--- config.mk ---
export PLATFORM = sky130hd
export DESIGN_NAME = mmio_uart_tx
export DESIGN_NICKNAME = d
export VERILOG_FILES = /design/src/rtl/mmio_uart_tx.sv
export SDC_FILE = /design/constraint.sdc
export NUM_CORES = 1
export LEC_CHECK = 0
export CAP_MARGIN = 40
export CORE_AREA = 3 3 60 104
export DETAILED_ROUTE_END_ITERATION = 6
export DIE_AREA = 0 0 63 107
export PLACE_DENSITY = 0.71
export SLEW_MARGIN = 20
export SYNTH_ARGS = -nofsm -noshare
export SYNTH_HDL_FRONTEND = slang
export SYNTH_SLANG_ARGS = --single-unit
--- constraint.sdc ---
create_clock -name clk -period 3.6 [get_ports clk]
set_clock_uncertainty 0.1 [all_clocks]
set_input_delay 0.54 -clock clk [delete_from_list [all_inputs] [get_ports clk]]
set_output_delay 0.54 -clock clk [all_outputs]
set_load 0.05 [all_outputs]
--- src/rtl/mmio_uart_tx.sv ---
`default_nettype none
// ============================================================================
// Module   : mmio_uart_tx
// Purpose  : Memory-mapped 8N1 serial transmitter with a byte FIFO, a status
//            register and a halt-done flag (kraj) for the processor data bus.
// Revision : 1.0 - initial release
// ============================================================================
module mmio_uart_tx #(
  parameter int               WIDTH        = 8,
  parameter int               DEPTH        = 4,
  parameter int               CLKS_PER_BIT = 4,
  parameter logic [WIDTH-1:0] TX_ADR       = WIDTH'(8'hF0),
  parameter logic [WIDTH-1:0] STAT_ADR     = WIDTH'(8'hF1),
  parameter logic [WIDTH-1:0] HALT_ADR     = WIDTH'(8'hF2)
) (
  input  logic             clk,
  input  logic             reset,
  input  logic             memread,
  input  logic             memwrite,
  input  logic [WIDTH-1:0] adr,
  input  logic [WIDTH-1:0] writedata,
  output logic [WIDTH-1:0] rdata,
  output logic             sel,
  output logic             txd,
  output logic             kraj
);

  localparam int AW = $clog2(DEPTH);
  localparam int CW = AW + 1;
  localparam int BW = (CLKS_PER_BIT > 1) ? $clog2(CLKS_PER_BIT) : 1;

  localparam logic [CW-1:0] C_DEPTH     = CW'(DEPTH);
  localparam logic [BW-1:0] C_BAUD_LAST = BW'(CLKS_PER_BIT - 1);

  localparam logic [1:0] S_IDLE  = 2'd0;
  localparam logic [1:0] S_START = 2'd1;
  localparam logic [1:0] S_DATA  = 2'd2;
  localparam logic [1:0] S_STOP  = 2'd3;

  logic [7:0]    r_mem [DEPTH];
  logic [AW-1:0] r_wr_ptr;
  logic [AW-1:0] r_rd_ptr;
  logic [CW-1:0] r_count;
  logic          r_ovf;
  logic          r_halt;
  logic          r_kraj;
  logic          r_txd;
  logic [1:0]    r_state;
  logic [BW-1:0] r_baud;
  logic [2:0]    r_bit;
  logic [7:0]    r_shreg;

  logic w_wr_tx;
  logic w_wr_halt;
  logic w_stat_rd;
  logic w_full;
  logic w_empty;
  logic w_push;
  logic w_pop;
  logic w_ovf_set;
  logic w_busy;
  logic w_baud_end;

  assign w_wr_tx    = memwrite && (adr == TX_ADR);
  assign w_wr_halt  = memwrite && (adr == HALT_ADR);
  assign w_stat_rd  = memread && (adr == STAT_ADR);
  assign w_full     = (r_count == C_DEPTH);
  assign w_empty    = (r_count == '0);
  // A write arriving while full is dropped even if a pop frees a slot this cycle.
  assign w_push     = w_wr_tx && !w_full;
  assign w_ovf_set  = w_wr_tx && w_full;
  assign w_baud_end = (r_baud == C_BAUD_LAST);
  assign w_pop      = !w_empty && ((r_state == S_IDLE) ||
                                   ((r_state == S_STOP) && w_baud_end));
  assign w_busy     = !w_empty || (r_state != S_IDLE);

  assign sel   = (adr == TX_ADR) || (adr == STAT_ADR) || (adr == HALT_ADR);
  assign rdata = w_stat_rd ? {{(WIDTH-3){1'b0}}, r_ovf, w_full, w_busy} : '0;
  assign txd   = r_txd;
  assign kraj  = r_kraj;

  // FIFO storage; contents need no reset since pointers define validity.
  always_ff @(posedge clk) begin
    if (w_push) r_mem[r_wr_ptr] <= writedata[7:0];
  end

  // FIFO pointers and occupancy; pointers wrap naturally at DEPTH (power of 2).
  always_ff @(posedge clk or posedge reset) begin
    if (reset) begin
      r_wr_ptr <= '0;
      r_rd_ptr <= '0;
      r_count  <= '0;
    end else begin
      if (w_push) r_wr_ptr <= r_wr_ptr + 1'b1;
      if (w_pop)  r_rd_ptr <= r_rd_ptr + 1'b1;
      case ({w_push, w_pop})
        2'b10:   r_count <= r_count + 1'b1;
        2'b01:   r_count <= r_count - 1'b1;
        default: r_count <= r_count;
      endcase
    end
  end

  // Sticky overflow (set wins over read-clear), halt request and halt-done flag.
  always_ff @(posedge clk or posedge reset) begin
    if (reset) begin
      r_ovf  <= 1'b0;
      r_halt <= 1'b0;
      r_kraj <= 1'b0;
    end else begin
      if (w_ovf_set)      r_ovf <= 1'b1;
      else if (w_stat_rd) r_ovf <= 1'b0;
      if (w_wr_halt)      r_halt <= 1'b1;
      if (r_halt && !w_busy) r_kraj <= 1'b1;
    end
  end

  // Frame sequencer: start, 8 data bits LSB first, stop; chains frames without a gap.
  always_ff @(posedge clk or posedge reset) begin
    if (reset) begin
      r_state <= S_IDLE;
      r_baud  <= '0;
      r_bit   <= '0;
      r_shreg <= '0;
    end else begin
      if (w_pop) r_shreg <= r_mem[r_rd_ptr];
      case (r_state)
        S_IDLE: begin
          r_baud <= '0;
          r_bit  <= '0;
          if (!w_empty) r_state <= S_START;
        end
        S_START: begin
          if (w_baud_end) begin
            r_baud  <= '0;
            r_bit   <= '0;
            r_state <= S_DATA;
          end else begin
            r_baud <= r_baud + 1'b1;
          end
        end
        S_DATA: begin
          if (w_baud_end) begin
            r_baud  <= '0;
            r_shreg <= {1'b0, r_shreg[7:1]};
            if (r_bit == 3'd7) r_state <= S_STOP;
            else               r_bit   <= r_bit + 1'b1;
          end else begin
            r_baud <= r_baud + 1'b1;
          end
        end
        default: begin
          if (w_baud_end) begin
            r_baud  <= '0;
            r_state <= w_empty ? S_IDLE : S_START;
          end else begin
            r_baud <= r_baud + 1'b1;
          end
        end
      endcase
    end
  end

  // Registered line driver: follows the sequencer one cycle later, glitch-free.
  always_ff @(posedge clk or posedge reset) begin
    if (reset) begin
      r_txd <= 1'b1;
    end else begin
      case (r_state)
        S_START: r_txd <= 1'b0;
        S_DATA:  r_txd <= r_shreg[0];
        default: r_txd <= 1'b1;
      endcase
    end
  end

endmodule
`default_nettype wire

==> reports/metrics.cfg, run 1 <==
[outcome]
status = finished clean

[clock_network]
cts_resized = 0
clock_latency_ns = 0.33
number_of_clock_buffers_inserted_by_tritoncts = 9
tritoncts = yes
htree_num_levels = 3
cts_buffer_depth = 2
cts.sink_count = 58
root_buffer = clkbuf_8
postCtsSetupRepairBufs = 0
cts_hold_buffers = 0
clk_pin_slew_worst_paths_ns = 0.06

[synthesis]
ys_async_sr_fraction_pct = 44.83
share_of_cell_area_taken_by_muxes_after_synthesis_pct = 8.245
synth-simple-area-share_pct = 10.36
synthesized_area_fraction_occupied_by_ao_oa_aoi_and_oai_cells_pct = 8.337
ys_seq_elements = 58
post_synth_inst_count = 201
synth_top_family_by_area = simple AND/OR/NAND/NOR gates
synth_largest_type_area_fraction_pct = 35.38
number_of_flops_mapped_to_enable_cells_by_yosys = 32
synth_top_area_cell = edfxtp_1
synth_sequential_area_ratio_pct = 59.37
yosys.cell_types.count = 49
netlist_area_um2 = 2716
syn_avg_cell_area_um2 = 13.51
yosys-top-cells-area = edfxtp_1, dfrtp_1, mux4_2
synth-warning-count = 0
yosys.area_share.adder_pct = 6.725
yosys.area_share.xor_xnor_pct = 1.935
top_reg_cell_synth = edfxtp_1

[die]
die_area_um2 = 6741
core_region_area_um2 = 5540
initial_utilization_pct = 49.03
floorplan.die.height_um = 107
pin_count = 31
die_w_um = 63
placementRows = 36

[critical_path]
critPathMaxStageDelay_ns = 0.61
critical_path_class = in -> reg
worstPathCellList = clkdlybuf4s50_1, nand4bb_4, or4b_1, or2_1, ha_1, fa_1, xnor2_1, nor2_1, xor2_1
cell_with_the_largest_stage_delay_on_the_worst_path = or4b_1
endpoint_class_of_the_critical_path = flip-flop
worst-endpoint-arrival_ns = 3.07
startpoint_type = input pin
required_ns = 3.71
crit_fanout = 7

[power]
vdd_drop_max_uv = 396.9
p_leak_nw = 1.265
power.density_nw_per_um2 = 723.5
clkPwrFrac_pct = 29.4
seq_power_share_pct = 40.6
pint_mw = 1.638
comb_power_share_pct = 30.0
power_switching_share_pct = 31.04
power.net_switching_uw = 737.3

[route]
first_iter_violations = 56
wl_per_cell_um = 14.49
num_vias = 1644
drc = 0
drtAntennaViolNets = 0
drt_wl_total_mm = 4.549
vias_per_cell = 5.236
number_of_optimization_iterations_in_the_first_detailed_route_pass = 4

[placed_design]
globalplace.congestion = 0.7442
post-dp-hpwl_mm = 3.337
placedCellCount = 298
io_buffer_count = 25

[timing]
setup-violations-final = 0
setup_tns_ns = 0
final_cycle_utilization_of_the_critical_path_pct = 82.24
finalMaxSlewViolations = 0
hold_viol = 0
max_clock_freq_mhz = 337.7
timing_worst_slew_pin_value_ns = 0.5838
rsz0062_at_grt = false
timing.max_slew.rel_slack_pct = 61.08
whs_ns = 0.3412
final.min_clock_period_ns = 2.961

[layout]
mostFrequentLayoutCell = edfxtp_1
number_of_nets_in_the_final_layout = 267
antenna_cells_inserted = 0
area.growth.synth_to_final_pct = 20.87
mostFrequentLayoutCells = edfxtp_1, dfrtp_1, clkdlybuf4s50_1
layout-drive-gt1-share_pct = 18.07
stdcell_count = 314

[global_route]
grt_first_pass_wirelength_mm = 7.976
grt_antenna_before_repair = 0
grt-ovfl-total = 0
track_usage_pct = 15.53
grt_start_max_net_pins = 17
grt_pass1_vias = 1738

[worst_hold_path]
min_path_type = reg -> reg

[flow_run]
number_of_maximum_capacitance_constraint_violations = 0

==> final cells by class <==
class,count,area [um^2]
Fill cell,436,2257
Sequential cell,58,1613
Multi-Input combinational cell,120,985.9
Timing Repair Buffer,31,307.8
Clock buffer,10,127.6
Clock inverter,6,105.1
Tap cell,76,95.09
Inverter,13,48.80
==> per-stage QoR <==
stage | util [%] | cell area [um^2] | power, mW | setup slack, ns
3_3_place_gp | 54.79 | 3035 | 1.669 | 0.3780
4_1_cts | 59.26 | 3283 | 2.405 | 0.6493
2_1_floorplan | - | 2731 | 1.532 | 0.7538
6_report | 59.26 | 3283 | 2.375 | 0.6392
5_1_grt | 59.26 | 3283 | 2.534 | 0.4793
3_5_place_dp | 55.06 | 3050 | 1.697 | 0.3005
==> sequential cells by signal, summed over array words and instances, names as in the netlist <==
| signal | cells |
|---|---|
| r_mem | 32 |
| r_shreg | 8 |
| r_bit | 3 |
| r_count | 3 |
| r_baud | 2 |
| r_rd_ptr | 2 |
| r_state | 2 |
| r_wr_ptr | 2 |
| kraj | 1 |
| r_halt | 1 |
| r_ovf | 1 |
| txd | 1 |
==> routing by layer <==
metal	track usage, %	wire [um]	vias up
met5	0	0	-
met4	8.847	78	0
met3	3.459	154	7
met2	27.14	2531	34
met1	17.12	1785	808
li1	-	-	795
==> kinds of logic (layout without fill, tap and decap cells) <==
| kind of cell | count (synthesis) | after routing |
|---|---|---|
| flops | 58 | 58 |
| other cells | 1 | 5 |
| xor+xnor | 6 | 6 |
| buf+inv | 27 | 60 |
| simple gates | 50 | 50 |
| mux | 12 | 12 |
| fa+ha+maj | 14 | 14 |
| compound gates | 33 | 33 |
==> power by group through the flow <==
stage / clock (mW) / sequential, mW / combinational, mW
global placement: 0 / 0.975 / 0.694
detailed placement: 0 / 0.980 / 0.717
global route: 0.749 / 0.987 / 0.797
floorplan: 0 / 0.943 / 0.588
finish: 0.698 / 0.965 / 0.712
CTS: 0.714 / 0.969 / 0.723
==> worst max-delay path, delay by kind of cell <==
family / cells / cell delay (ns)
XOR/XNOR: 2 / 0.31
adder cells (fa/ha/maj): 2 / 0.63
buffers and inverters: 1 / 0.41
AND/OR/NAND/NOR: 4 / 1.20
==> worst paths after layout <==
kind,from,to,slack (ns),depth (start not counted)
worst max-delay path,adr[2],r_count[2],0.64,9
worst min-delay path,r_baud[0],r_baud[0],0.34,1
worst max register to register,r_state[0],r_count[2],0.84,9
worst min register to register,r_baud[0],r_baud[0],0.34,1
max in group asynchronous,reset,txd,2.35,3
min in group asynchronous,reset,r_rd_ptr[0],0.48,2
==> Yosys cell counts (2+ instances only) <==
cell,count
mux2_2,3
nor2b_1,2
xor2_1,2
a31oi_1,7
ha_1,13
nand3_1,11
nand2_1,7
buf_4,5
buf_2,3
nor2_1,10
mux4_2,8
dfrtp_1,25
or2_2,2
nor3_1,6
inv_1,13
o311ai_0,2
edfxtp_1,32
a21oi_1,2
o21ai_0,11
xnor2_1,4
clkbuf_1,4
nand2b_1,2
Note: power is estimated with default switching activity, not from simulation.
==> run 2: changes to the inputs <==
Settings changed: PLACE_DENSITY 0.71 to 0.73.
Clock period 3.6 ns to 2.5 ns, I/O delays scaled along.
==> reports/metrics.cfg, run 2 (synthesis results as in run 1) <==
[outcome]
status = finished clean

[layout]
area.growth.synth_to_final_pct = 26.35
reg.largest.list = r_mem x32, r_shreg x8
largest_register_ff_count = 32
stdcell_count = 324
layout-drive-gt1-share_pct = 25.00
fill_cells = 451
postLayoutCoreUtil_pct = 61.95
top_reg_by_flops = r_mem
mostFrequentLayoutCells = edfxtp_1, dfrtp_1, buf_4
stdcell_area_um2 = 3432
number_of_nets_in_the_final_layout = 277
antenna_cells_inserted = 0
mostFrequentLayoutCell = edfxtp_1

[timing]
max_clock_freq_mhz = 414.4
final.min_clock_period_ns = 2.413
timing.max_slew.rel_slack_pct = 63.46
setup-violations-final = 0
rsz0062_at_grt = false
hold_viol = 0
timing_worst_slew_pin_value_ns = 0.5481
finalMaxSlewViolations = 0
final_cycle_utilization_of_the_critical_path_pct = 96.53

[global_route]
track_usage_pct = 15.88
grt_first_pass_wirelength_mm = 8.059
grt_start_max_net_pins = 27
grt-ovfl-total = 0
grt_antenna_before_repair = 0
grt_pass1_vias = 1714

[placed_design]
post-dp-hpwl_mm = 3.429
globalplace.congestion = 0.7577
placedInstanceArea_um2 = 3162
placedCellCount = 308
io_buffer_count = 25

[clock_network]
root_buffer = clkbuf_8
cts.sink_count = 58
tritoncts = yes
cts_buffer_depth = 2
postCtsSetupRepairBufs = 0
htree_num_levels = 3
cts_hold_buffers = 0
clk_pin_slew_worst_paths_ns = 0.07
clock_latency_ns = 0.33
number_of_clock_buffers_inserted_by_tritoncts = 9

[critical_path]
cell_with_the_largest_stage_delay_on_the_worst_path = or4b_4
required_ns = 2.62
worstRegToRegCells = 8
timing.critical_path.depth = 8
critical_path_class = in -> reg
critPathTopFamily = simple AND/OR/NAND/NOR gates
worst-endpoint-arrival_ns = 2.54
endpoint_class_of_the_critical_path = flip-flop
cp.buffers_inverters = 1
critPathMaxStageDelay_ns = 0.55
worstPathCellList = clkdlybuf4s50_1, or4b_4, or2_1, ha_2, fa_2, xnor2_1, nor2_1, xor2_1
crit_fanout = 4
startpoint_type = input pin

[worst_hold_path]
min_path_type = in -> async

[route]
drc = 0
vias_per_cell = 5.176
drtAntennaViolNets = 0
wl_per_cell_um = 14.23
number_of_optimization_iterations_in_the_first_detailed_route_pass = 4
first_iter_violations = 49
num_vias = 1677
drt_wl_total_mm = 4.609

[die]
core_region_area_um2 = 5540
die_area_um2 = 6741
placementRows = 36
floorplan.die.height_um = 107
initial_utilization_pct = 49.03
die_w_um = 63
pin_count = 31

[power]
vdd_drop_max_uv = 761.2
power.density_nw_per_um2 = 1031
p_leak_nw = 1.351

[flow_run]
number_of_maximum_capacitance_constraint_violations = 0

run 2: changes by cell type in the layout (fill, tap and decap cells not counted), moves of 3 or more:
cell,previous run,this run
buf_12,1,4
buf_4,7,16
clkdlybuf4s50_1,22,15
clkinv_2,3,0
dlygate4sd2_1,0,4
run 2: final cells by class:
cell class                      count  area [um^2]  area share [%]
Clock inverter                      7        125.1           3.646
Clock buffer                        9        123.9           3.609
Inverter                           13        48.80           1.422
Sequential cell                    58         1613           46.99
Multi-Input combinational cell    120         1016           29.60
Tap cell                           76        95.09           2.771
Timing Repair Buffer               41        410.4           11.96
run 2: path summary, 6_finish.rpt:
path | startpoint | end | slack [ns]
setup / recovery | adr[0] | r_count[2] | 0.09
hold / removal | reset | r_halt | 0.30
setup reg to reg | r_count[2] | r_count[2] | 0.25
hold reg to reg | r_baud[0] | r_baud[0] | 0.35
max in group asynchronous | reset | txd | 1.70
min in group clk | r_baud[0] | r_baud[0] | 0.35
run 2: timing repair:
item	4_1_cts	5_1_grt
pin swaps	7	1
endpoints found under the setup margin	4	1
gates resized for setup	9	3
run 2: worst reg2reg max path, cell delays in order, from the launching register on:
cell	delay [ns]
dfrtp_1	0.41
nor3b_1	0.16
or2_2	0.29
or2_1	0.23
ha_2	0.20
fa_2	0.36
xnor2_1	0.16
nor2_1	0.07
xor2_1	0.15
run 2: metal layers:
layer,vias to the layer above,global-route usage (%),wire length (um)
met5,-,0,0
met1,831,16.37,1743
met2,22,28.80,2631
li1,817,-,-
met4,0,7.583,80
met3,7,4.717,153
run 2: through the flow:
| stage | hold WS (ns) | setup WS, ns | TNS [ns] | power, mW |
|---|---|---|---|---|
| final | 0.2987 | 0.08685 | 0 | 3.539 |
| after global routing | 0.3658 | 0.02547 | 0 | 3.787 |
| after CTS | 0.3124 | 0.005852 | 0 | 3.591 |
| after detailed placement | 0.3421 | -0.3852 | -1.658 | 2.518 |
| after global placement | 0.3266 | -0.3119 | -1.143 | 2.472 |
| after floorplan | 0.3143 | 0.008977 | 0 | 2.215 |
run 2: where the power goes:
group / switching, mW / leakage (nW) / internal (mW)
sequential: 0.186 / 0.608 / 1.19
combinational: 0.535 / 0.619 / 0.564
clock: 0.388 / 0.124 / 0.672
